<file path="src/rtl/mips_sim_pkg.sv">
// Shared types and defaults for the store result monitor that sits behind
// the pipelined MIPS top. Optional store logging is enabled by STORE_LOG_EN.
package mips_sim_pkg;

    typedef enum logic [2:0] {
        IDLE    = 3'd0,
        RUN     = 3'd1,
        PASS    = 3'd2,
        FAIL    = 3'd3,
        TIMEOUT = 3'd4
    } monitor_state_t;

    localparam logic [31:0] DEF_PASS_ADDR   = 32'd84;
    localparam logic [31:0] DEF_PASS_DATA   = 32'd7;
    localparam logic [31:0] DEF_ALLOW_ADDR  = 32'd80;
    localparam logic [31:0] DEF_TIMEOUT_CYC = 32'd2000;
    localparam int          DEF_CNT_W       = 16;

    localparam int LOG_DEPTH = 8;
    localparam int LOG_PTR_W = $clog2(LOG_DEPTH);

    // Priority classification of one store seen while running.
    // An unknown address matches neither compare and falls through to FAIL.
    function automatic monitor_state_t classifyStore(
        input logic [31:0] adr,
        input logic [31:0] data,
        input logic [31:0] passAdr,
        input logic [31:0] passData,
        input logic [31:0] allowAdr
    );
        if (adr == passAdr) begin
            return (data == passData) ? PASS : FAIL;
        end else if (adr == allowAdr) begin
            return RUN;
        end else begin
            return FAIL;
        end
    endfunction

endpackage

</file>
<file path="src/rtl/store_result_monitor_if.sv">
// Store stream from the CPU memory stage into the result monitor.
interface store_result_monitor_if;
    // memwrite acts as a valid with no ready: the monitor never stalls the
    // CPU, so every clock edge with memwrite=1 is exactly one store, and
    // dataadr/writedata are only meaningful while memwrite is high.
    logic        memwrite;
    logic [31:0] dataadr;
    logic [31:0] writedata;

    modport master (output memwrite, output dataadr, output writedata);
    modport slave  (input  memwrite, input  dataadr, input  writedata);
endinterface

</file>
<file path="src/rtl/store_log_buf.sv">
// Circular log of the most recent stores accepted while running.
// Only instantiated when STORE_LOG_EN is defined.
module store_log_buf
    import mips_sim_pkg::*;
(
    input  logic                 clk,
    input  logic                 rst,
    input  logic                 clear,
    input  logic                 wrEn,
    input  logic [31:0]          wrAddr,
    input  logic [31:0]          wrData,
    input  logic [LOG_PTR_W-1:0] rdIdx,
    output logic [31:0]          rdAddr,
    output logic [31:0]          rdData,
    output logic                 rdValid
);

    logic [31:0]          addrMem [LOG_DEPTH];
    logic [31:0]          dataMem [LOG_DEPTH];
    logic [LOG_DEPTH-1:0] validMem;
    logic [LOG_PTR_W-1:0] wrPtr;
    logic [LOG_PTR_W-1:0] rdPtr;

    // Write the next slot and advance the pointer; reset or start wipes the log.
    always_ff @(posedge clk or negedge rst) begin
        if (!rst) begin
            wrPtr    <= '0;
            validMem <= '0;
            for (int i = 0; i < LOG_DEPTH; i++) begin
                addrMem[i] <= '0;
                dataMem[i] <= '0;
            end
        end else if (clear) begin
            wrPtr    <= '0;
            validMem <= '0;
            for (int i = 0; i < LOG_DEPTH; i++) begin
                addrMem[i] <= '0;
                dataMem[i] <= '0;
            end
        end else if (wrEn) begin
            addrMem[wrPtr]  <= wrAddr;
            dataMem[wrPtr]  <= wrData;
            validMem[wrPtr] <= 1'b1;
            wrPtr           <= wrPtr + 1'b1;
        end
    end

    // Index 0 is the newest entry, i.e. the slot just behind the write pointer.
    always_comb begin
        rdPtr   = wrPtr - LOG_PTR_W'(1) - rdIdx;
        rdAddr  = addrMem[rdPtr];
        rdData  = dataMem[rdPtr];
        rdValid = validMem[rdPtr];
    end

endmodule

</file>
<file path="src/rtl/store_result_monitor.sv">
// Store result monitor: watches the MIPS store stream, classifies each store
// against the pass/allowed addresses and latches a sticky pass/fail/timeout
// verdict with saturating store and cycle counters.
// Optional feature macro: STORE_LOG_EN adds an 8-entry store log read port.
module store_result_monitor
    import mips_sim_pkg::*;
#(
    parameter logic [31:0] PASS_ADDR   = DEF_PASS_ADDR,
    parameter logic [31:0] PASS_DATA   = DEF_PASS_DATA,
    parameter logic [31:0] ALLOW_ADDR  = DEF_ALLOW_ADDR,
    parameter logic [31:0] TIMEOUT_CYC = DEF_TIMEOUT_CYC,
    parameter int          CNT_W       = DEF_CNT_W
) (
    input  logic                   clk,
    input  logic                   rst,
    input  logic                   start,
    store_result_monitor_if.slave  st,
    output logic                   done,
    output logic                   pass,
    output logic                   fail,
    output logic                   timeout,
    output logic [CNT_W-1:0]       store_count,
    output logic [CNT_W-1:0]       cycle_count,
    output logic [31:0]            fail_addr,
    output logic [31:0]            fail_data,
    output monitor_state_t         monState
`ifdef STORE_LOG_EN
    ,
    input  logic [2:0]             log_idx,
    output logic [31:0]            log_addr,
    output logic [31:0]            log_data,
    output logic                   log_valid
`endif
);

    // Counter value seen in the last RUN cycle before a timeout is declared.
    localparam logic [CNT_W-1:0] TIMEOUT_LAST = CNT_W'(TIMEOUT_CYC - 32'd1);

    monitor_state_t state;
    monitor_state_t stateNext;
    logic           clrRun;
    logic           storeHit;
    logic           captureFail;

    // State register.
    always_ff @(posedge clk or negedge rst) begin
        if (!rst) begin
            state <= IDLE;
        end else begin
            state <= stateNext;
        end
    end

    // Next state plus the strobes that steer counters and failure capture.
    always_comb begin
        stateNext   = state;
        clrRun      = 1'b0;
        storeHit    = 1'b0;
        captureFail = 1'b0;
        case (state)
            IDLE: begin
                // A store arriving together with start is not classified.
                if (start) begin
                    stateNext = RUN;
                    clrRun    = 1'b1;
                end
            end
            RUN: begin
                if (st.memwrite) begin
                    storeHit  = 1'b1;
                    stateNext = classifyStore(st.dataadr, st.writedata,
                                              PASS_ADDR, PASS_DATA, ALLOW_ADDR);
                end
                // A verdict store in the final cycle beats the timeout.
                if (stateNext == RUN && cycle_count == TIMEOUT_LAST) begin
                    stateNext = TIMEOUT;
                end
                captureFail = (stateNext == FAIL);
            end
            PASS, FAIL, TIMEOUT: begin
                if (start) begin
                    stateNext = RUN;
                    clrRun    = 1'b1;
                end
            end
            default: begin
                stateNext = IDLE;
            end
        endcase
    end

    // Saturating counters and first-offender capture; cleared on every start.
    always_ff @(posedge clk or negedge rst) begin
        if (!rst) begin
            store_count <= '0;
            cycle_count <= '0;
            fail_addr   <= '0;
            fail_data   <= '0;
        end else if (clrRun) begin
            store_count <= '0;
            cycle_count <= '0;
            fail_addr   <= '0;
            fail_data   <= '0;
        end else if (state == RUN) begin
            if (cycle_count != '1) begin
                cycle_count <= cycle_count + 1'b1;
            end
            if (storeHit && store_count != '1) begin
                store_count <= store_count + 1'b1;
            end
            if (captureFail) begin
                fail_addr <= st.dataadr;
                fail_data <= st.writedata;
            end
        end
    end

    // Verdict flags decode straight from the registered state.
    always_comb begin
        pass     = (state == PASS);
        fail     = (state == FAIL);
        timeout  = (state == TIMEOUT);
        done     = pass | fail | timeout;
        monState = state;
    end

`ifdef STORE_LOG_EN
    store_log_buf u_log (
        .clk     (clk),
        .rst     (rst),
        .clear   (clrRun),
        .wrEn    (storeHit),
        .wrAddr  (st.dataadr),
        .wrData  (st.writedata),
        .rdIdx   (log_idx),
        .rdAddr  (log_addr),
        .rdData  (log_data),
        .rdValid (log_valid)
    );
`endif

endmodule

</file>
<file path="src/flat_wrapper.sv">
// flat-port wrapper written by rule: the top's interface ports become plain ports
module store_result_monitor_flat import mips_sim_pkg::*;
#(
    parameter logic [31:0] PASS_ADDR   = DEF_PASS_ADDR,
    parameter logic [31:0] PASS_DATA   = DEF_PASS_DATA,
    parameter logic [31:0] ALLOW_ADDR  = DEF_ALLOW_ADDR,
    parameter logic [31:0] TIMEOUT_CYC = DEF_TIMEOUT_CYC,
    parameter int          CNT_W       = DEF_CNT_W
)
  (clk, rst, start, done, pass, fail, timeout, store_count, cycle_count, fail_addr, fail_data, monState, st_memwrite, st_dataadr, st_writedata);
  store_result_monitor_if st_i ();
  input  logic clk;
  input  logic rst;
  input  logic start;
  output logic done;
  output logic pass;
  output logic fail;
  output logic timeout;
  output logic [CNT_W-1:0] store_count;
  output logic [CNT_W-1:0] cycle_count;
  output logic [31:0] fail_addr;
  output logic [31:0] fail_data;
  output monitor_state_t monState;
  input wire logic [$bits(st_i.memwrite)-1:0] st_memwrite;
  input wire logic [$bits(st_i.dataadr)-1:0] st_dataadr;
  input wire logic [$bits(st_i.writedata)-1:0] st_writedata;
  assign st_i.memwrite = st_memwrite;
  assign st_i.dataadr = st_dataadr;
  assign st_i.writedata = st_writedata;
  store_result_monitor #(.PASS_ADDR(PASS_ADDR), .PASS_DATA(PASS_DATA), .ALLOW_ADDR(ALLOW_ADDR), .TIMEOUT_CYC(TIMEOUT_CYC), .CNT_W(CNT_W)) u_core (.clk(clk), .rst(rst), .start(start), .st(st_i), .done(done), .pass(pass), .fail(fail), .timeout(timeout), .store_count(store_count), .cycle_count(cycle_count), .fail_addr(fail_addr), .fail_data(fail_data), .monState(monState));
endmodule
</file>
<file path="config.mk">
export PLATFORM = sky130hd
export DESIGN_NAME = store_result_monitor_flat
export DESIGN_NICKNAME = d
export VERILOG_FILES = /design/src/rtl/mips_sim_pkg.sv /design/src/rtl/store_result_monitor_if.sv /design/src/rtl/store_log_buf.sv /design/src/rtl/store_result_monitor.sv /design/src/flat_wrapper.sv
export SDC_FILE = /design/constraint.sdc
export NUM_CORES = 1
export LEC_CHECK = 0
export ABC_CLOCK_PERIOD_IN_PS = 1700
export CAP_MARGIN = 25
export CORE_UTILIZATION = 25
export CTS_BUF_LIST = sky130_fd_sc_hd__clkbuf_16
export DETAILED_ROUTE_END_ITERATION = 10
export HOLD_SLACK_MARGIN = 0.12
export REMOVE_ABC_BUFFERS = 1
export SLEW_MARGIN = 20
export SYNTH_ARGS = -nofsm -noshare
export SYNTH_HDL_FRONTEND = slang
export SYNTH_HIERARCHICAL = 1
export SYNTH_SLANG_ARGS = --single-unit
</file>
<file path="constraint.sdc">
create_clock -name clk -period 1.7 [get_ports clk]
set_input_delay 0.34 -clock clk [delete_from_list [all_inputs] [get_ports clk]]
set_output_delay 0.34 -clock clk [all_outputs]
set_load 0.1 [all_outputs]
</file>
# Yosys cells after proc, flatten, opt, wreduce, memory -nomap -nowiden
# Cells that the tools add are included.
# Widths: inputs -> output; s select.
[word_totals]
mem_count = 0
latch_bits = 0
romBits = 0
regBits = 99
ram_bits = 0
[classes]
n_mul = 0
n_reduce_logical = 11
div = 0
n_eq_ne = 13
magnitude_cmp = 0
bitwise_logic = 2
shift = 0
muxes = 26
n_addsub = 2
[op_table]
columns = ["operator", "count"]
rows = [
  ["$mux 32", 6],
  ["$mux 16", 6],
  ["$eq 32x7->1 const B", 2],
  ["$add 16x1->16 const B", 2],
  ["$eq 32x3->1 const B", 1],
  ["$ne 16x16->1 const B", 2],
  ["$mux 3", 6],
  ["$eq 16x11->1 const B", 1],
  ["$eq 3x2->1 const B", 3],
  ["$reduce_bool 2->1", 4],
  ["$eq 3x1->1 const B", 2],
  ["$mux 1", 6],
  ["$pmux 3 s2", 1],
  ["$reduce_and 2->1", 3],
  ["$reduce_or 4->1", 1],
  ["$eq 3x3->1 const B", 1],
  ["$logic_not 3->1", 1],
  ["$logic_and 1x1->1", 2],
  ["$mux 2", 1],
  ["$ne 2x1->1 const B", 1],
  ["$or 1x1->1", 2],
]

# Logic depth before layout (Yosys ltp)
# Gate-level depths: netlist (run 1).
[logic_depth]
word_depth = 14
ltp_mapped = 7
mapped_depth_nobuf = 6

# Least setup slack after synthesis (run 1)
# No wires, ideal clock.
[synth_timing]
path_type = "register -> output"
start = "register u_core.state[1] (netlist: u_core/monState[1])"
end = "output port pass"
t_arrival_ns = 2.460
required_ns = 1.360
path_stages_with_launch = 3
path_buffers = 0
path_slack_ns = -1.100
path_cell_list = "dfrtp_1 > nand2b_1 > nor2_1"
[synth_between]
elab_chain_len = 1
[synth_rtl]
columns = ["element", "line", "source"]
rows = [
  ["start, declared", "store_result_monitor.sv:39", "monitor_state_t state;"],
  ["start signal, assigned", "store_result_monitor.sv:50", "state <= stateNext;"],
  ["$eq 3x2->1", "store_result_monitor.sv:120", "pass = (state == PASS);"],
  ["end, declared", "flat_wrapper.sv:16", "output logic pass;"],
]
# No other way between the ends.

# Worst setup path after layout (run 1)
[layout_timing]
start = "register u_core.cycle_count[1]"
end = "register u_core.cycle_count[4]"
[layout_between]
elab_chain_len = 4
[layout_rtl]
columns = ["element", "line", "source"]
rows = [
  ["start, declared", "store_result_monitor.sv:23", "output logic [CNT_W-1:0] cycle_count,"],
  ["start signal, assigned", "store_result_monitor.sv:106", "cycle_count <= cycle_count + 1'b1;"],
  ["$add 16x1->16", "store_result_monitor.sv:106", ""],
  ["$mux 16", "store_result_monitor.sv:105", "if (cycle_count != '1) begin"],
  ["$mux 16", "store_result_monitor.sv:104", "end else if (state == RUN) begin"],
  ["$mux 16", "store_result_monitor.sv:99", "end else if (clrRun) begin"],
]
# Several ways; a longest one is shown, not always the timed one. The select of a mux whose other input is x is not followed.
# A chain may end at the register's enable or synchronous reset.

==> results.md, run 1 <==
- After synthesis, the largest family of logic cells by area is simple AND/OR/NAND/NOR gates.
- The data required time of the critical path is 1930 ps.
- The number of flops mapped to enable cells by yosys is 0.
- The mean cell area of the mapped netlist is 9.47 um2.
- The number of global-route vias before repair came to 4759.
- The number of instances in the synthesized netlist is 504.
- The number of diodes is 0.
- The proportion of register bits with asynchronous set or reset after synthesis is 100%.
- The finished cells cover 9830 um2.
- The final number of setup-violating endpoints is 92.
- The congestion estimate from routability-driven global placement came to 0.805.
- 171 I/O pins were placed.
- The wire length after detailed routing is 17000 um.
- Across the VDD grid, the largest voltage drop is 0.814 mV.
- After detailed routing, the number of remaining DRC violations is 0.
- The placement row count is 50.
- The first global-routing pass estimated 25700 um of wire.
- The clock reaches the later pin of the worst-skew pair after 350 ps.
- Port buffering added 170 buffers.
- Measured against its own limit, the worst slew margin works out to 63.2%.
- The flow ran to the end, but the final reports show violations.
- The routed layout has 4813 vias.
- The basic-gate share of the synthesized area counting and, or, nand and nor cells is 20.6%.
- The share of final-layout standard cells stronger than drive strength 1 is 47.3%.
- In this run the cell area measured after placement is 8580 um2.
- The floorplan step defined a core boundary enclosing 18700 um2.
- The net count of the finished layout is 867.
- The xor and xnor fraction of the mapped netlist area is 2.94%.
- The arrival time of data at the critical path endpoint is 2140 ps.
- The TritonCTS clock tree is yes.
- The worst setup path is of the reg2reg kind.
- Summing the areas of all compound-gate instances in the mapped netlist gives 10.9% of the synthesized area.
- Using the TritonRoute via totals, the vias-per-cell ratio works out to 4.65.
- The pin count of the biggest net entering global routing is 97.
- The initial standard-cell utilization of the core is 25.5%.
- Of the total synthesized cell area, the portion taken by full adders, half adders and majority gates is 0.525%.
- The clock transition at the registers of the reported paths is 70 ps.
- Measured along the x axis, the die boundary spans 140 um.
- Cells fill 52.5% of the core in the end.
- The total global routing overflow is 0.
- Global routing used 16.8% of the available tracks across all layers.
- The vertical die dimension is 140 um.
- The number of nets with antenna violations after routing is 0.
- The analysis attributes to cell leakage a power of 4.49 nW.
- The largest fanout of any net on the critical path is 5.
- After synthesis, flip-flops and latches occupy 51.9% of the total area.
- Hold timing on the final database bottoms out at a slack of 221 ps.
- The initial antenna violation count is 0.
- CTS built an H-tree with a depth of 3.
- The total number of clock tree sinks is 99.
- The netlist area before placement is 4770 um2.
- The number of maximum-capacitance violations is 0.
- The number of buffers between clock root and the deepest sink is 2.
- The smallest clock period supported by the final layout is computed as 1910 ps.
- The worst setup path is launched from a flip-flop.
- The worst setup skew after layout is 7.76 ps.
- The pre-antenna-repair detailed-routing pass consisted of 4 iterations.
- Yosys printed 6 warnings.
- For this run, the top clock speed supported by timing is 0.522 GHz.
- For this run, the leading register cell type out of synthesis is sky130_fd_sc_hd__dfrtp_1.
- The floorplan step defined a die boundary enclosing 19600 um2.
- The count of final max-slew check failures was 0.
- The worst setup path is captured at a flip-flop.
- The final number of hold-violating endpoints was 0.
- The count of cell types in the netlist is 50.
- At the pin with the least slew margin, the transition time is 552 ps.
- The clock tree root buffer cell is sky130_fd_sc_hd__clkbuf_16.
- The synthesized design contains 99 register bits.
- Measured against the total synthesized area, the mux share comes to 7.55%.
- Setup slack on the critical path of the routed design comes to -214 ps.
- The checks that failed: setup timing.
- Counting the fill cells in the layout gives 1602.
- The layout overhead on the synthesized area is 106%.
- In this run, CTS created clock tree buffers numbering 9.
- In the finished design, the share of the clock period the worst path needs comes to 113%.
- The detailed-placement wirelength estimate is 11500 um.
- The worst hold path belongs to the class in2reg.
- Setup repair after global routing could not meet its margin everywhere.
- The final routed wire length divided by cell count is 16.4 um.
- After the first detailed-routing iteration, the DRC count stood at 132.
- The power density over cell area is 1910 nW/um2.
## Yosys cell counts, types with 2 or more instances
library cell	n	share of area (%)
sky130_fd_sc_hd__nor4b_1	4	0.73
sky130_fd_sc_hd__o2111ai_1	7	1.3
sky130_fd_sc_hd__xnor2_1	4	0.73
sky130_fd_sc_hd__o31ai_1	9	1.4
sky130_fd_sc_hd__and2_1	5	0.66
sky130_fd_sc_hd__dfrtp_1	99	52
sky130_fd_sc_hd__a21oi_1	9	0.94
sky130_fd_sc_hd__nand2_1	105	8.3
sky130_fd_sc_hd__inv_1	43	3.4
sky130_fd_sc_hd__xor2_1	12	2.2
sky130_fd_sc_hd__nor2_1	27	2.1
sky130_fd_sc_hd__o21ai_1	35	3.7
sky130_fd_sc_hd__mux2i_1	36	7.6
sky130_fd_sc_hd__or3_1	3	0.39
sky130_fd_sc_hd__buf_1	3	0.24
sky130_fd_sc_hd__nor4_1	12	1.6
sky130_fd_sc_hd__or4_1	6	0.94
sky130_fd_sc_hd__nor3_1	3	0.31
sky130_fd_sc_hd__nand4_1	7	0.92
sky130_fd_sc_hd__buf_2	6	0.63
sky130_fd_sc_hd__ha_1	2	0.52
sky130_fd_sc_hd__o211ai_1	7	1.1
sky130_fd_sc_hd__clkbuf_1	14	1.1
sky130_fd_sc_hd__nand2b_1	2	0.26
sky130_fd_sc_hd__and3_1	4	0.52
sky130_fd_sc_hd__nand3_1	14	1.5
sky130_fd_sc_hd__o21ai_0	2	0.21
sky130_fd_sc_hd__nor4bb_1	2	0.42
## path summary, 6_finish.rpt
check | slack (ps) | cells after the start | start | endpoint
worst max-delay path | -210 | 8 | u_core/cycle_count[1]$_DFFE_PN0P_ | u_core/cycle_count[4]$_DFFE_PN0P_
worst min-delay path | 220 | 3 | st_writedata[4] | u_core/fail_data[4]$_DFFE_PN0P_
worst max register to register | -210 | 8 | u_core/cycle_count[1]$_DFFE_PN0P_ | u_core/cycle_count[4]$_DFFE_PN0P_
worst min register to register | 570 | 2 | u_core/fail_data[4]$_DFFE_PN0P_ | u_core/fail_data[4]$_DFFE_PN0P_
max in group asynchronous | 640 | 3 | rst | u_core/cycle_count[1]$_DFFE_PN0P_
min in group asynchronous | 340 | 2 | rst | u_core/fail_addr[21]$_DFFE_PN0P_
## layout by cell type (no fill, tap or decap), types with 4 or more instances in the layout
| cell type | instances |
|---|---|
| sky130_fd_sc_hd__clkdlybuf4s15_1 | 9 |
| sky130_fd_sc_hd__o21ai_2 | 30 |
| sky130_fd_sc_hd__nand3_2 | 4 |
| sky130_fd_sc_hd__or4_4 | 4 |
| sky130_fd_sc_hd__nand2_1 | 101 |
| sky130_fd_sc_hd__clkdlybuf4s50_1 | 5 |
| sky130_fd_sc_hd__o21ai_4 | 4 |
| sky130_fd_sc_hd__clkbuf_16 | 12 |
| sky130_fd_sc_hd__nor2_1 | 25 |
| sky130_fd_sc_hd__nor4_4 | 8 |
| sky130_fd_sc_hd__xor2_1 | 12 |
| sky130_fd_sc_hd__buf_6 | 19 |
| sky130_fd_sc_hd__nand4_1 | 7 |
| sky130_fd_sc_hd__mux2i_1 | 36 |
| sky130_fd_sc_hd__nor4_2 | 6 |
| sky130_fd_sc_hd__buf_4 | 100 |
| sky130_fd_sc_hd__o2111ai_1 | 6 |
| sky130_fd_sc_hd__a21oi_2 | 5 |
| sky130_fd_sc_hd__nand3_1 | 10 |
| sky130_fd_sc_hd__buf_12 | 115 |
| sky130_fd_sc_hd__inv_1 | 42 |
| sky130_fd_sc_hd__o31ai_1 | 6 |
| sky130_fd_sc_hd__o211ai_1 | 7 |
| sky130_fd_sc_hd__clkbuf_2 | 13 |
| sky130_fd_sc_hd__buf_16 | 5 |
| sky130_fd_sc_hd__buf_2 | 10 |
| sky130_fd_sc_hd__dlygate4sd2_1 | 23 |
| sky130_fd_sc_hd__dfrtp_1 | 99 |
| sky130_fd_sc_hd__nand2_2 | 4 |
## area by class of cell
class	instances	area [um2]	area share (%)
Timing Repair Buffer	306	3990	40.6
Multi-Input combinational cell	338	2620	26.6
Sequential cell	99	2480	25.2
Tap cell	234	293	2.98
Clock buffer	9	225	2.29
Inverter	43	161	1.64
Clock inverter	7	61.3	0.624
## where the power goes
part	total, mW	internal [mW]	switching (mW)
clock network	2.05	1.12	0.920
registers	3.82	3.08	0.742
logic	12.9	4.93	7.95
## worst max-delay path, cell delays in order (launching register included)
cell                      delay (ps)
sky130_fd_sc_hd__dfrtp_1         350
sky130_fd_sc_hd__ha_2            190
sky130_fd_sc_hd__nand3_2         100
sky130_fd_sc_hd__or4_4           510
sky130_fd_sc_hd__buf_6           150
sky130_fd_sc_hd__o21ai_4         210
sky130_fd_sc_hd__buf_6           140
sky130_fd_sc_hd__buf_4            90
sky130_fd_sc_hd__o31ai_1          50
## repair_timing
action                     4_1_cts  5_1_grt
setup endpoints to repair       96      100
resized for setup              177      117
buffers inserted                12       21
hold endpoints to repair         4        0
cloned                           5        3
hold buffers                     1        0
pin swaps                       37       69
## layer usage
| metal | wire [um] | GRT usage [%] | up-vias |
|---|---|---|---|
| li1 | - | - | 2323 |
| met1 | 7600 | 21.9 | 2359 |
| met2 | 8500 | 28.2 | 117 |
| met3 | 711 | 3.11 | 14 |
| met4 | 216 | 5.26 | 0 |
| met5 | 0 | 0 | - |
## per-stage QoR
stage	setup slack (ps)	power [mW]	instances	setup TNS, ps
after detailed placement	-934	15.5	986	-68320
after floorplan	-3650	10.5	480	-273350
after global routing	-333	19.4	1036	-17010
after CTS	-244	18.2	1016	-4630
final	-214	18.8	1036	-8190
after global placement	-906	15.4	986	-66500
## cells by family (layout without fill, tap and decap cells)
family	after synthesis	in the layout
xor gates and xnor gates	16	16
AOI/OAI and AO/OA	81	81
muxes	36	36
buffers and inverters	67	365
adders and majority gates	2	2
and+or+nand+nor	203	203
DFF	99	99
## sequential cells by signal, summed over array words and instances (netlist names)
register / count
u_core/monState: 3
u_core/store_count: 16
u_core/cycle_count: 16
u_core/fail_addr: 32
u_core/fail_data: 32
No activity file was read; power rests on OpenSTA's default activity.
==> run 2: changes to the inputs <==
- CORE_ASPECT_RATIO: unset -> 0.8
==> run 2 against run 1 <==
The flow still finishes with violations (setup timing); sequential share of layout area fell by 0.33 points; cell count rose by 4.1%; flip-flop and latch count did not move; die area barely moved; fmax fell by 2.8%; routed wire length rose by 1.8%; worst setup slack got worse by 55 ps; sequential power barely moved; critical endpoint unchanged; largest cell class unchanged.
==> results.md, run 2 (synthesis results as in run 1) <==
- The met2 layer usage reported by global route came to 27.9% (-0.30 points).
- The area of the die is 19600 um2 (about the same).
- The portion of the clock cycle consumed by the worst path in the final layout came to 116% (+3.3 points).
- The final reports fail on setup timing.
- After global routing, the most crowded layer is met2.
- The number of buffers between clock root and the deepest sink is 2 (unchanged).
- The utilization after layout came to 54.2% (+1.6 points).
- The minimum period implied by the final worst setup slack is 1970 ps (+55.3 ps).
- From synthesis to final layout, the design area changed by 109%.
- The most numerous cell type found on the critical path is sky130_fd_sc_hd__buf_6.
- The detailed-route via count came to 4863 (+1.0%).
- Setup repair after global routing could not meet its margin everywhere.
- The met3 usage in global routing is 4.89% (+1.8 points).
- The worst setup skew after layout is 6.92 ps (-0.842 ps).
- The setup slack of the critical path after layout is -270 ps (-55.3 ps).
- The share of final-layout standard cells stronger than drive strength 1 is 48.2% (+0.98 points).
- The worst-case vdd ir drop is 1.36 mV (+67%).
- The power density over cell area came to 1880 nW/um2 (-1.6%).
- The cell area reported after detailed placement is 8650 um2 (+0.83%).
- The total number of clock tree sinks is 99 (unchanged).
- The count of final max-slew check failures came to 0 (unchanged).
- STA classifies the critical path startpoint as a flip-flop.
- The data required time of the critical path is 1920 ps (about the same).
- The total routing resource utilization after global routing is 17.9% (+1.1 points).
- The routing usage on met1 is 24.5% (+2.5 points).
- The final instance area came to 9960 um2 (+1.3%).
- The footprint of the multi-input gates was 2580 um2 (-1.3%).
- The initial antenna violation count is 1 (+1).
- The first-pass detailed-route iteration total is 4 (unchanged).
- The final routed wire length divided by cell count is 16.1 um (-2.2%).
- The sum of negative setup slack is -3550 ps (+4640 ps).
- The pin count of the biggest net entering global routing is 100 (+3.1%).
- The worst-case headroom to the max-slew limit is 62.6% (-0.57 points).
- Traced cell by cell, the critical path runs through ha_2 -> nand3_2 -> or4_4 -> buf_6 -> o21ai_4 -> buf_4 -> buf_6 -> o31ai_1.
- The flow ran to the end, but the final reports show violations.
- On the critical path, the stage with the largest delay is an instance of sky130_fd_sc_hd__or4_4.
- The storage element area came to 2480 um2 (unchanged).
- The startpoint of the lowest-slack register-to-register path is u_core/cycle_count[0]$_DFFE_PN0P_.
- The final number of setup-violating endpoints is 27 (-71%).
- The placeable core region is 18400 um2 (-1.7%).
- The clock latency reported for the late side of the worst-skew pair is 340 ps (about the same).
- The chip width came to 156 um (+12%).
- The endpoint class of the critical path is a flip-flop.
- The number of buffers inserted by port buffering was 170 (unchanged).
- The TritonCTS clock tree is yes.
- The arrival time of data at the critical path endpoint came to 2190 ps (+50 ps).
- In this design, the largest share of critical-path delay is due to simple AND/OR/NAND/NOR gates.
- The net count of the finished layout was 888 (+2.4%).
- The wire length after detailed routing is 17300 um (+1.8%).
- The count of cells along the worst register-to-register path is 8 (unchanged).
- The clock transition at the registers of the reported paths is 70 ps (about the same).
- The number of maximum-capacitance violations is 0 (unchanged).
- Leaving out fill and tap cells, the most frequent cell in the layout is sky130_fd_sc_hd__buf_4.
- The static leakage power is 4.55 nW (+1.4%).
- The worst hold-check slack came to 235 ps (+13.7 ps).
- The filler cell count came to 1631 (+1.8%).
- The count of buffering cells on the critical path with inverters included came to 3 (unchanged).
- The mean number of vias per cell is 4.51 (-2.9%).
- The post-place setup slack is -916 ps (+17.9 ps).
- The final number of hold-violating endpoints was 0 (unchanged).
- The tightest min-delay check is of the in2reg type.
- The violation count after the first detailed-route iteration was 214 (+62%).
- The total global routing overflow is 0 (unchanged).
- The largest registers in the layout are u_core/fail_addr (32), u_core/fail_data (32).
- The placement row count came to 44 (-12%).
- The maximum clock frequency came to 0.508 GHz (-2.8%).
- In this run the critical register-to-register path is captured at u_core/cycle_count[4]$_DFFE_PN0P_.
- The register-to-register path setup slack is -270 ps (-60 ps).
- The vertical die dimension is 126 um (-10%).
- The maximum cell stage delay along the critical path is 500 ps (about the same).
- The count of boundary I/O pins is 171 (unchanged).
- The first-pass GRT wire length is 27100 um (+5.4%).
- The tree is rooted in a sky130_fd_sc_hd__clkbuf_16.
- The number of nets with antenna violations after routing is 0 (unchanged).
- The worst hold path startpoint is st_writedata[28].
- The hold-critical path depth is 3 (unchanged).
- The largest fanout of any net on the critical path came to 7 (+2).
- The overall power after layout came to 18.7 mW (-0.28%).
- The final standard cell count with taps included and fillers excluded is 1078 (+4.1%).
- The maximum level of the CTS H-tree came to 3 (unchanged).
- The initial standard-cell utilization of the core was 25.9% (+0.44 points).
- The total clock buffers created by CTS came to 9 (unchanged).
- The number of remaining DRC errors is 0 (unchanged).
- The critical path class is reg2reg.
- The weighted congestion at the end of routability-driven global placement was 0.796 (-1.2%).
- The detailed-placement wirelength estimate is 11700 um (+1.7%).
- The library cells used most frequently in the layout, excluding fill and tap cells, are sky130_fd_sc_hd__buf_4 (124), sky130_fd_sc_hd__buf_12 (114), sky130_fd_sc_hd__nand2_1 (102).
- The number of global-route vias before repair is 4960 (+4.2%).
- The slew of the pin with the lowest slew margin is 561 ps (+8.57 ps).
- The post-placement cell count is 1013 (+2.7%).
- The worst hold path endpoint is u_core/fail_data[28]$_DFFE_PN0P_.
[run 2: changes by cell type in the layout (fill, tap and decap cells not counted), moves of 3 or more]
cell / change
sky130_fd_sc_hd__o21ai_2: -14
sky130_fd_sc_hd__buf_4: +24
sky130_fd_sc_hd__dlygate4sd2_1: -10
sky130_fd_sc_hd__clkdlybuf4s50_1: -4
sky130_fd_sc_hd__clkdlybuf4s15_1: +3
sky130_fd_sc_hd__nand3_2: -3
sky130_fd_sc_hd__inv_1: -5
sky130_fd_sc_hd__buf_6: +6
sky130_fd_sc_hd__nand2_2: -3
sky130_fd_sc_hd__o21ai_1: +15
[run 2: layout make-up]
cell class                      count  area share [%]
Tap cell                          253            3.18
Clock buffer                        9            2.26
Multi-Input combinational cell    338            26.0
Inverter                           43            1.65
Sequential cell                    99            24.9
Antenna cell                        2          0.0503
Clock inverter                      7           0.679
Timing Repair Buffer              327            41.3
[run 2: worst max-delay path by stage]
stage                                           start                                 to  slack (ps)  depth (start not counted)
finish              u_core/cycle_count[0]$_DFFE_PN0P_  u_core/cycle_count[4]$_DFFE_PN0P_        -270                          8
global placement                      st_writedata[2]     u_core/monState[0]$_DFFE_PN0P_        -960                          9
detailed placement                    st_writedata[2]     u_core/monState[0]$_DFFE_PN0P_        -920                          9
floorplan              u_core/monState[0]$_DFFE_PN0P_    u_core/fail_addr[4]$_DFFE_PN0P_       -3650                          3
CTS                 u_core/cycle_count[0]$_DFFE_PN0P_  u_core/cycle_count[1]$_DFFE_PN0P_        -290                          7
global route        u_core/cycle_count[0]$_DFFE_PN0P_  u_core/cycle_count[3]$_DFFE_PN0P_        -370                          8
[run 2: timing repair]
item	in CTS	in global routing
setup endpoints to repair	94	103
hold buffers	1	0
cloned	6	2
hold endpoints to repair	99	0
buffers inserted	33	14
pin swaps	52	46
gates resized for setup	254	91
[run 2: worst register-to-register path, delay by kind of cell, from the launching register on]
kind | cells | cell delay [ps]
AO/OA/AOI/OAI | 2 | 290
flip-flops | 1 | 370
buffers and inverters | 3 | 400
adder cells (fa/ha/maj) | 1 | 210
AND/OR/NAND/NOR | 2 | 590
[run 2: report_power, final]
group / internal (mW) / leakage, nW / switching, mW
combinational: 4.87 / 3.11 / 7.93
sequential: 3.08 / 1.30 / 0.755
clock: 1.14 / 0.141 / 0.926
[run 2: layer usage]
| layer | share of wire [%] | routed length [um] |
|---|---|---|
| met3 | 5.7 | 995 |
| met1 | 47 | 8080 |
| met2 | 46 | 8020 |
| met4 | 1.3 | 223 |
| met5 | 0 | 0 |
==> run 3: changes to the inputs <==
- CORE_UTILIZATION: 25 -> 41
- PLACE_DENSITY: unset -> 0.77
==> run 3 against run 2 <==
The run still ends with setup timing left; clock power about the same; sequential power up 2%; worst hold slack better by 15 ps; via count grew 15%.
==> results.md, run 3 (synthesis results as in run 1) <==
- The count of boundary I/O pins is 171 (unchanged).
- The arrival time of data at the critical path endpoint is 2330 ps (+140 ps).
- The worst-case vdd ir drop is 1.45 mV (+7.1%).
- The number of nets with antenna violations after routing was 0 (unchanged).
- The worst hold-check slack was 250 ps (+15.4 ps).
- The total global routing overflow came to 0 (unchanged).
- The post-place setup slack is -958 ps (-41.5 ps).
- The violation count after the first detailed-route iteration came to 431 (+100%).
- The startpoint of the lowest-slack register-to-register path is u_core/cycle_count[1]$_DFFE_PN0P_.
- The total routing resource utilization after global routing came to 32.0% (+14 points).
- The number of global-route vias before repair is 5598 (+13%).
- The class of the worst hold path is in2reg.
- The number of buffers between clock root and the deepest sink is 2 (unchanged).
- The checks that failed: setup timing.
- The count of cells along the worst register-to-register path came to 6 (-2).
- The final routed wire length divided by cell count is 23.1 um (+44%).
- Setup repair after global routing could not meet its margin everywhere.
- The cell area reported after detailed placement came to 8360 um2 (-3.3%).
- The placeable core region is 11100 um2 (-40%).
- Among all stages on the critical path, the largest delay is contributed by sky130_fd_sc_hd__or4_4.
- In the final layout, the registers with the most flip-flops are u_core/fail_addr (32), u_core/fail_data (32).
- The static leakage power came to 4.53 nW (-0.46%).
- The maximum cell stage delay along the critical path is 590 ps (+90 ps).
- The endpoint class of the critical path is a flip-flop.
- The endpoint of the lowest-slack register-to-register path is u_core/cycle_count[12]$_DFFE_PN0P_.
- The layout overhead on the synthesized area is 108%.
- The flow ran to the end, but the final reports show violations.
- The worst-case headroom to the max-slew limit is 73.5% (+11 points).
- The largest fanout of any net on the critical path is 5 (-2).
- The root buffer cell chosen for the clock tree is sky130_fd_sc_hd__clkbuf_16.
- The clock transition at the registers of the reported paths is 70 ps (about the same).
- The placement row count is 34 (-23%).
- The overall power after layout is 19.2 mW (+2.7%).
- The pin count of the biggest net entering global routing came to 39 (-61%).
- The maximum level of the CTS H-tree is 3 (unchanged).
- The final number of hold-violating endpoints is 0 (unchanged).
- The setup slack of the critical path after layout was -390 ps (-120 ps).
- The maximum clock frequency came to 0.479 GHz (-5.7%).
- The storage element area is 2480 um2 (unchanged).
- The count of final max-slew check failures came to 0 (unchanged).
- The number of maximum-capacitance violations is 0 (unchanged).
- The initial standard-cell utilization of the core came to 43.0% (+17 points).
- The number of buffers inserted by port buffering was 170 (unchanged).
- Tracing the worst setup path back leads to its startpoint at u_core/cycle_count[1]$_DFFE_PN0P_.
- The chip width came to 123 um (-22%).
- The footprint of the multi-input gates is 2760 um2 (+6.8%).
- The critical path ends at u_core/cycle_count[12]$_DFFE_PN0P_.
- The portion of the clock cycle consumed by the worst path in the final layout is 123% (+7.1 points).
- In the layout the commonest cells are sky130_fd_sc_hd__buf_12 (114), sky130_fd_sc_hd__buf_4 (110), sky130_fd_sc_hd__nand2_1 (102).
- The final number of setup-violating endpoints is 101 (+270%).
- The final standard cell count with taps included and fillers excluded was 956 (-11%).
- TritonCTS built the clock tree.
- The wire length after detailed routing is 22100 um (+28%).
- The number of remaining DRC errors is 0 (unchanged).
- The mean number of vias per cell was 5.84 (+29%).
- The vertical die dimension was 98.5 um (-22%).
- The weighted congestion at the end of routability-driven global placement is 0.922 (+16%).
- The final instance area is 9920 um2 (-0.36%).
- The initial antenna violation count is 1 (unchanged).
- The power density over cell area is 1940 nW/um2 (+3.0%).
- The first-pass GRT wire length came to 29700 um (+9.4%).
- The slew of the pin with the lowest slew margin is 398 ps (-163 ps).
- The data required time of the critical path is 1940 ps (+20 ps).
- The total clock buffers created by CTS is 9 (unchanged).
- The post-placement cell count came to 887 (-12%).
- Traced cell by cell, the critical path runs through ha_2 -> nand3_2 -> or4_4 -> buf_6 -> or3_1 -> a21oi_1.
- The sum of negative setup slack is -22070 ps (-18520 ps).
- The startpoint type of the worst setup path is a flip-flop.
- The total number of clock tree sinks is 99 (unchanged).
- The net count of the finished layout was 877 (-1.2%).
- The area of the die is 12100 um2 (-39%).
- The share of final-layout standard cells stronger than drive strength 1 is 49.4% (+1.2 points).
- The worst setup skew after layout is 8.01 ps (+1.09 ps).
- The minimum period implied by the final worst setup slack is 2090 ps (+120 ps).
- The detailed-route via count is 5580 (+15%).
- The filler cell count is 443 (-73%).
- The utilization after layout is 89.4% (+35 points).
- The critical path in this run is classified as reg2reg.
- The clock latency reported for the late side of the worst-skew pair is 340 ps (about the same).
- The first-pass detailed-route iteration total came to 5 (+1).
- The register-to-register path setup slack is -390 ps (-120 ps).
- The library cell used most frequently in the layout, excluding fill and tap cells, is sky130_fd_sc_hd__buf_12.
- The detailed-placement wirelength estimate came to 12200 um (+4.7%).
[run 3: changes by cell type in the layout (fill, tap and decap cells not counted), moves of 3 or more]
cell                              change
sky130_fd_sc_hd__o2111ai_1            -4
sky130_fd_sc_hd__buf_4               -14
sky130_fd_sc_hd__nor4_2               -3
sky130_fd_sc_hd__buf_16               -5
sky130_fd_sc_hd__o21ai_1             -15
sky130_fd_sc_hd__dlygate4sd2_1       +13
sky130_fd_sc_hd__clkbuf_2            -12
sky130_fd_sc_hd__o21ai_2             +15
sky130_fd_sc_hd__clkdlybuf4s15_2      +9
[run 3: routing by layer]
layer | up-vias | GRT usage [%] | part of all wire (%)
met1 | 2747 | 39.7 | 37
met3 | 97 | 6.89 | 8.3
met5 | - | 0 | 0
met4 | 0 | 11.5 | 4.4
li1 | 2338 | - | -
met2 | 398 | 54.7 | 50
[run 3: layout make-up]
| class | instances | area share [%] |
|---|---|---|
| diodes | 1 | 0.0252 |
| clock inverters | 6 | 0.656 |
| repair buffers | 316 | 40.8 |
| inverters | 43 | 1.65 |
| clock buffers | 9 | 2.27 |
| flip-flops and latches | 99 | 25.0 |
| multi-input cells | 338 | 27.8 |
| well taps | 144 | 1.82 |
[run 3: how the worst min path moves through the flow]
stage | depth (start not counted) | start | end
6_report | 3 | st_writedata[13] | u_core/fail_data[13]$_DFFE_PN0P_
3_3_place_gp | 1 | rst | u_core/cycle_count[10]$_DFFE_PN0P_
3_5_place_dp | 1 | rst | u_core/cycle_count[10]$_DFFE_PN0P_
4_1_cts | 3 | st_writedata[13] | u_core/fail_data[13]$_DFFE_PN0P_
5_1_grt | 3 | st_writedata[13] | u_core/fail_data[13]$_DFFE_PN0P_
2_1_floorplan | 0 | rst | u_core/cycle_count[0]$_DFFE_PN0P_
[run 3: worst max-delay path: cells and delay by family (launching register included)]
kind | cells | cell delay, ps
buf+inv | 1 | 170
flops | 1 | 360
fa+ha+maj | 1 | 200
simple gates | 3 | 1040
compound gates | 1 | 220
[run 3: where the power goes]
group | leakage, nW | internal [mW] | switching (mW)
sequential | 1.30 | 3.08 | 0.827
clock | 0.144 | 1.14 | 0.932
combinational | 3.08 | 4.90 | 8.32
total | 4.53 | 9.12 | 10.1
[run 3: what timing repair did]
| item | in CTS | in global routing |
|---|---|---|
| hold buffers | 1 | 0 |
| pin swaps | 55 | 69 |
| hold endpoints to repair | 24 | 0 |
| gates cloned | 4 | 5 |
| setup buffers | 100 | 24 |
| setup endpoints to repair | 96 | 102 |
| resized for setup | 239 | 93 |
